## src/rtl/complement2_pipe.sv

```systemverilog
// Two's-complement PASS/NEG/ABS/NABS unit behind a valid/ready pipeline of
// STAGES registers, with a saturating count of delivered overflowing results.
module complement2_pipe #(
   parameter int N         = 32,
   parameter int STAGES    = 2,
   parameter bit SATURATE  = 1'b0,
   parameter int CNT_WIDTH = 16
) (
   input  logic                 clk,
   input  logic                 reset,
   input  logic                 in_valid,
   output logic                 in_ready,
   input  logic [N-1:0]         in_data,
   input  logic [1:0]           in_mode,
   output logic                 out_valid,
   input  logic                 out_ready,
   output logic [N-1:0]         out_data,
   output logic                 out_overflow,
   output logic [CNT_WIDTH-1:0] ovf_count
);

   typedef enum logic [1:0] {
      MODE_PASS = 2'b00,
      MODE_NEG  = 2'b01,
      MODE_ABS  = 2'b10,
      MODE_NABS = 2'b11
   } mode_e;

   localparam logic [N-1:0] MIN_VAL = {1'b1, {(N-1){1'b0}}};
   localparam logic [N-1:0] MAX_POS = {1'b0, {(N-1){1'b1}}};

   mode_e                mode;
   logic [N-1:0]         negated;
   logic [N-1:0]         result_d;
   logic                 overflow_d;
   logic                 advance;
   logic [N-1:0]         stageData_q  [STAGES];
   logic                 stageOvf_q   [STAGES];
   logic                 stageValid_q [STAGES];
   logic [CNT_WIDTH-1:0] ovfCount_q;
   logic [CNT_WIDTH-1:0] ovfCount_d;

   assign mode    = mode_e'(in_mode);
   assign negated = ~in_data + N'(1);

   always_comb begin
      result_d   = in_data;
      overflow_d = 1'b0;
      case (mode)
         MODE_PASS: result_d = in_data;
         MODE_NEG:  result_d = negated;
         MODE_ABS:  result_d = in_data[N-1] ? negated : in_data;
         MODE_NABS: result_d = in_data[N-1] ? in_data : negated;
         default:   result_d = in_data;
      endcase
      // MIN has no positive counterpart, so only NEG/ABS of MIN can overflow.
      if ((in_data == MIN_VAL) && ((mode == MODE_NEG) || (mode == MODE_ABS))) begin
         overflow_d = 1'b1;
         result_d   = SATURATE ? MAX_POS : MIN_VAL;
      end
   end

   assign advance      = !out_valid || out_ready;
   assign in_ready     = advance;
   assign out_valid    = stageValid_q[STAGES-1];
   assign out_data     = stageData_q[STAGES-1];
   assign out_overflow = stageOvf_q[STAGES-1];
   assign ovf_count    = ovfCount_q;

   // All stages shift together; an idle input cycle becomes a bubble.
   always_ff @(posedge clk or posedge reset) begin
      if (reset) begin
         for (int i = 0; i < STAGES; i++) begin
            stageValid_q[i] <= 1'b0;
            stageData_q[i]  <= '0;
            stageOvf_q[i]   <= 1'b0;
         end
      end else if (advance) begin
         stageValid_q[0] <= in_valid;
         stageData_q[0]  <= result_d;
         stageOvf_q[0]   <= overflow_d;
         for (int i = 1; i < STAGES; i++) begin
            stageValid_q[i] <= stageValid_q[i-1];
            stageData_q[i]  <= stageData_q[i-1];
            stageOvf_q[i]   <= stageOvf_q[i-1];
         end
      end
   end

   assign ovfCount_d = (out_valid && out_ready && out_overflow && (ovfCount_q != '1))
                       ? ovfCount_q + CNT_WIDTH'(1) : ovfCount_q;

   always_ff @(posedge clk or posedge reset) begin
      if (reset) begin
         ovfCount_q <= '0;
      end else begin
         ovfCount_q <= ovfCount_d;
      end
   end

endmodule

```

## config.mk

```make
export PLATFORM = sky130hd
export DESIGN_NAME = complement2_pipe
export DESIGN_NICKNAME = d
export VERILOG_FILES = /design/src/rtl/complement2_pipe.sv
export SDC_FILE = /design/constraint.sdc
export NUM_CORES = 1
export LEC_CHECK = 0
export ABC_AREA = 1
export CORE_ASPECT_RATIO = 0.75
export CORE_MARGIN = 4
export CORE_UTILIZATION = 54
export CTS_CLUSTER_DIAMETER = 200
export DETAILED_ROUTE_END_ITERATION = 10
export PLACE_DENSITY = 0.81
export SYNTH_ARGS = -nofsm -noshare
export SYNTH_HDL_FRONTEND = slang
export SYNTH_SLANG_ARGS = --single-unit
```

## constraint.sdc

```tcl
create_clock -name clk -period 3.7 [get_ports clk]
set_input_delay 0.555 -clock clk [delete_from_list [all_inputs] [get_ports clk]]
set_output_delay 0.555 -clock clk [all_outputs]
set_load 0.05 [all_outputs]
```

# After elaboration in Yosys (flattened, before gate mapping)

Cells that the tools add are included.

Flip-flop bits (word level): 84
Input port bits: 38
Word-level logic and storage cells: 28

$add $sub $neg: 2
Equality and inequality tests: 5
Multiplexer cells: 5
Bitwise operators: 1
Reductions and logical operators: 8

Operator list:

| cell                                                            | count |
|---|---|
| 32-bit case mux with 4 select lines                             | 1 |
| 32-bit 2-to-1 mux                                               | 3 |
| 32-bit by 1-bit adder with 32-bit output, second input constant | 1 |
| 32-bit == test, second input constant                           | 1 |
| 32-bit NOT                                                      | 1 |
| 16-bit by 1-bit adder with 16-bit output, second input constant | 1 |
| 16-bit inequality test, second input constant                   | 1 |
| 2-bit == test, second input constant                            | 2 |
| 1-bit logical AND                                               | 4 |
| 2-bit by 1-bit == test with 1-bit output, second input constant | 1 |
| 2-bit logical NOT                                               | 1 |
| 1-bit logical OR                                                | 2 |
| 1-bit logical NOT                                               | 1 |
| 1-bit 2-to-1 mux                                                | 1 |

# Logic depth before layout (Yosys ltp)

Depth in word-level cells: 5
Mapped depth: 12
Depth with buffers taken out: 12

# Worst setup path before layout

Ideal clock, no wire load.

Kind: input to register
From: input in_data[2]
To: register stageData_q[63] (netlist name)
Library setup time: 0.131 ns
Arrival time: 2.052 ns
Required time: 3.569 ns
Setup slack: 1.517 ns
Cell stages on the path: 11
Path buffers: 0
Cells stage by stage: nor2_1 > nand2_1 > nor2_4 > nand3_1 > inv_1 > nand2_1 > nor2_1 > ha_1 > a22o_1 > o22ai_1 > a22oi_4

Word-level cells in the longest chain between the ends: 5
Elaborated cells on any way between the ends: 8

Ends and longest elaborated chain:

| what                                     | line   | RTL |
|---|---|---|
| from (decl)                              | 13     | `input logic [N-1:0] in_data,` |
| 32-bit NOT                               | 44     | `assign negated = ~in_data + N'(1);` |
| 32-bit by 1-bit adder with 32-bit output | 44     |  |
| 32-bit 2-to-1 mux (on tied branches)     | 53, 52 |  |
| 32-bit case mux with 4 select lines      | 49     | `case (mode)` |
| 32-bit 2-to-1 mux *                      | 57     | `if ((in_data == MIN_VAL) && ((mode == MODE_NEG) \|\| (mode == MODE_ABS))) begin` |
| to (signal, indexed assignment)          | 84     | `stageData_q[i] <= stageData_q[i-1];` |
| to (decl)                                | 37     | `logic [N-1:0] stageData_q [STAGES];` |

Every way passes the cells marked *; elsewhere a longest branch is shown, timed or not.
A chain may end at the register's enable or synchronous reset.

# Worst setup path after layout

From: input in_data[4]
To: register stageData_q[63] (netlist name)

Same word-level chain as after synthesis.

==> out/metrics.cfg <==
[setup_path]
path_max_fanout = 6
worstPathRequired_ps = 3910
worstRegToRegCells = 8
start_kind = input pin
worstSetupPathType = input pin to flip-flop
critPathArrivalTime_ps = 2760
cp_slowest_cell = clkdlybuf4s50_1
worstPathCellList = clkdlybuf4s50_1 > nor2_1 > nand2_1 > nor2_4 > nand3_1 > inv_1 > nand2_1 > nor2_1 > ha_1 > a22o_1 > o22ai_1 > a22oi_4
cp-end-kind = flip-flop
max_stage_delay_ps = 520

[timing]
finalSetupViolCount = 0
fin_ws_ps = 1150
finalMaxSlewViolations = 0
clock_skew_ps = 7.17
timing.slew.headroom_pct = 44.6
max_freq_mhz = 392
hold_viol_final = 0
rsz0062_at_grt = no
min_period_ps = 2550
finalCritPeriodShare_pct = 68.9
holdWs_ps = 460
tightest_slew_ps = 829
fin_setup_tns_ps = 0

[layout]
antennaDiodeCount = 0
final_area_um2 = 6210
final_layout_size_suffix_gt1_share_pct = 7.98
areaGrowthSynthToFinish_pct = 21.2
fillCellCount = 790
final_nets = 793
final_common_cell = nand2_1
final_cell_mix = nand2_1 (224), clkdlybuf4s50_1 (87), dfrtp_1 (84)
instances_no_fill = 880
utilization_pct = 67.8

[clocking]
htreeDepth = 3
cts_tree = built
cts_buffer_depth = 2
cts_setup_buffers = 0
cts_num_sinks = 84
ctsHoldBuffers = 0
cts-buffers-inserted = 9
cts-root-buf = clkbuf_16
clk_latency_ps = 340
ctsResizeCount = 0
cts.reportedPaths.clkPinSlew_ps = 70

[power]
p_total_mw = 3.19
power_density_nw_per_um2 = 514
vdd_ir_drop_max_v = 0.000316
cellLeakagePower_nw = 2.98

[die]
die_y_um = 92.4
core-area_um2 = 9160
die_w_um = 120
start_util_pct = 55.9
row_count = 30
ios = 89
die_area_um2 = 11100

[synthesis]
syn_area_um2 = 5120
muxShareOfSynthArea_pct = 0
synth-async-reset-ratio_pct = 100
ys_warn_count = 0
synthDistinctLibCells = 43
yosys.area_share.simple_pct = 31.8
synth_top_family_by_area = simple AND/OR/NAND/NOR gates
synth_nets = 735
synthAdderAreaFrac_pct = 1.95
synth_edf_count = 0
synthCells = 689
synth_area_per_cell_um2 = 7.44
synth_xor_area_share_pct = 2.39
postSynthRegisterBits = 84
synth-main-ff-cell = dfrtp_1
synth_compound_area_share_pct = 10.7
ys_seq_area_share_pct = 41.0

[placement]
place_congestion = 0.946
dpl_cell_area_um2 = 5910
io_buffers = 88
place_inst = 864
dp_hpwl_um = 10700
place_ws_ps = 810

[global_routing]
track_usage_pct = 26.6
top_usage_layer = met2
grt_pass1_wl_um = 23300
grt_max_degree = 69
antenna_found_initial = 0
gr-usage-met1_pct = 37.8
grt_util_met3_pct = 7.14
use_met2_pct = 39.9
overflow = 0
grt_pass1_vias = 4627

[worst_hold_path]
hold_path_depth = 2
hold_class = flip-flop to flip-flop

[detailed_routing]
drtIter0Drc = 551
ant_nets = 0
drtPass1Iterations = 5
post_drt_wl_per_cell_um = 16.0
num_vias = 4706
vias_per_cell = 5.35
wirelength_um = 14100
drc_errors = 0

[run]
maxCapViolCount = 0

[outcome]
status = completed

cells in the mapped netlist (2+ instances only):
master	instances	area (µm²)
buf_4	33	248
o21ai_1	12	60.1
o31ai_1	3	22.5
nand3_2	4	40.0
nor3_2	2	20.0
o22ai_1	6	37.5
nand3_1	29	145
a21oi_1	17	85.1
nand3_4	2	35.0
nor3_1	5	25.0
o211ai_1	5	37.5
o21ai_0	49	245
nand4_1	10	62.6
ha_1	8	100
nor2_4	7	78.8
nor2_2	2	12.5
buf_2	6	30.0
dfrtp_1	84	2100
nand2_4	3	33.8
nand2_1	224	841
inv_1	71	267
xor2_1	7	61.3
nor2_1	60	225
nand3b_1	2	15.0
xnor2_1	7	61.3
clkbuf_1	9	33.8
inv_2	6	22.5
report_power, final:
group          internal, mW  switching, mW  leakage (nW)  total [mW]
logic                 0.346          0.746          1.79        1.09
registers              1.08          0.110          1.05        1.19
clock network         0.530          0.378         0.137       0.909
area by class of cell:
class	instances	area (µm²)	share of cell area, %
clock inverter	6	72.6	1.17
inverter	78	299	4.82
sequential	84	2100	33.9
multi-input combinational	478	2410	38.8
timing repair buffer	96	938	15.1
clock buffer	10	229	3.69
tap	128	160	2.58
cell families after synthesis:
kind of cell | Yosys count
and+or+nand+nor | 358
AOI/OAI and AO/OA | 98
adders and majority gates | 8
buffers and inverters | 127
DFF | 84
xor gates and xnor gates | 14
worst max-delay path: cells and delay by family:
kind            cells  cell delay, ps
compound gates      3             490
simple gates        6             820
fa+ha+maj           1             250
buf+inv             2             640
worst paths after layout:
kind,endpoint,from,slack (ps)
min reg2reg,out_valid,stageValid_q[1],460
min,out_valid,stageValid_q[1],460
max,stageData_q[63],in_data[4],1150
min in group asynchronous,ovf_count[12],reset,680
max in group asynchronous,stageData_q[33],reset,2210
max reg2reg,ovf_count[10],ovf_count[0],1750
flip-flops by register name, summed over array words and instances, names as in the netlist:
register and cells:
out_data 32, out_overflow 1, out_valid 1, ovf_count 16, stageData_q 32, stageOvf_q 1
stageValid_q 1
routing by layer:
metal / routed length, µm / up-vias
li1: - / 2279
met5: 0 / -
met1: 6570 / 2215
met2: 6210 / 191
met3: 1100 / 21
met4: 189 / 0
Power figures use the tool's default switching activity.
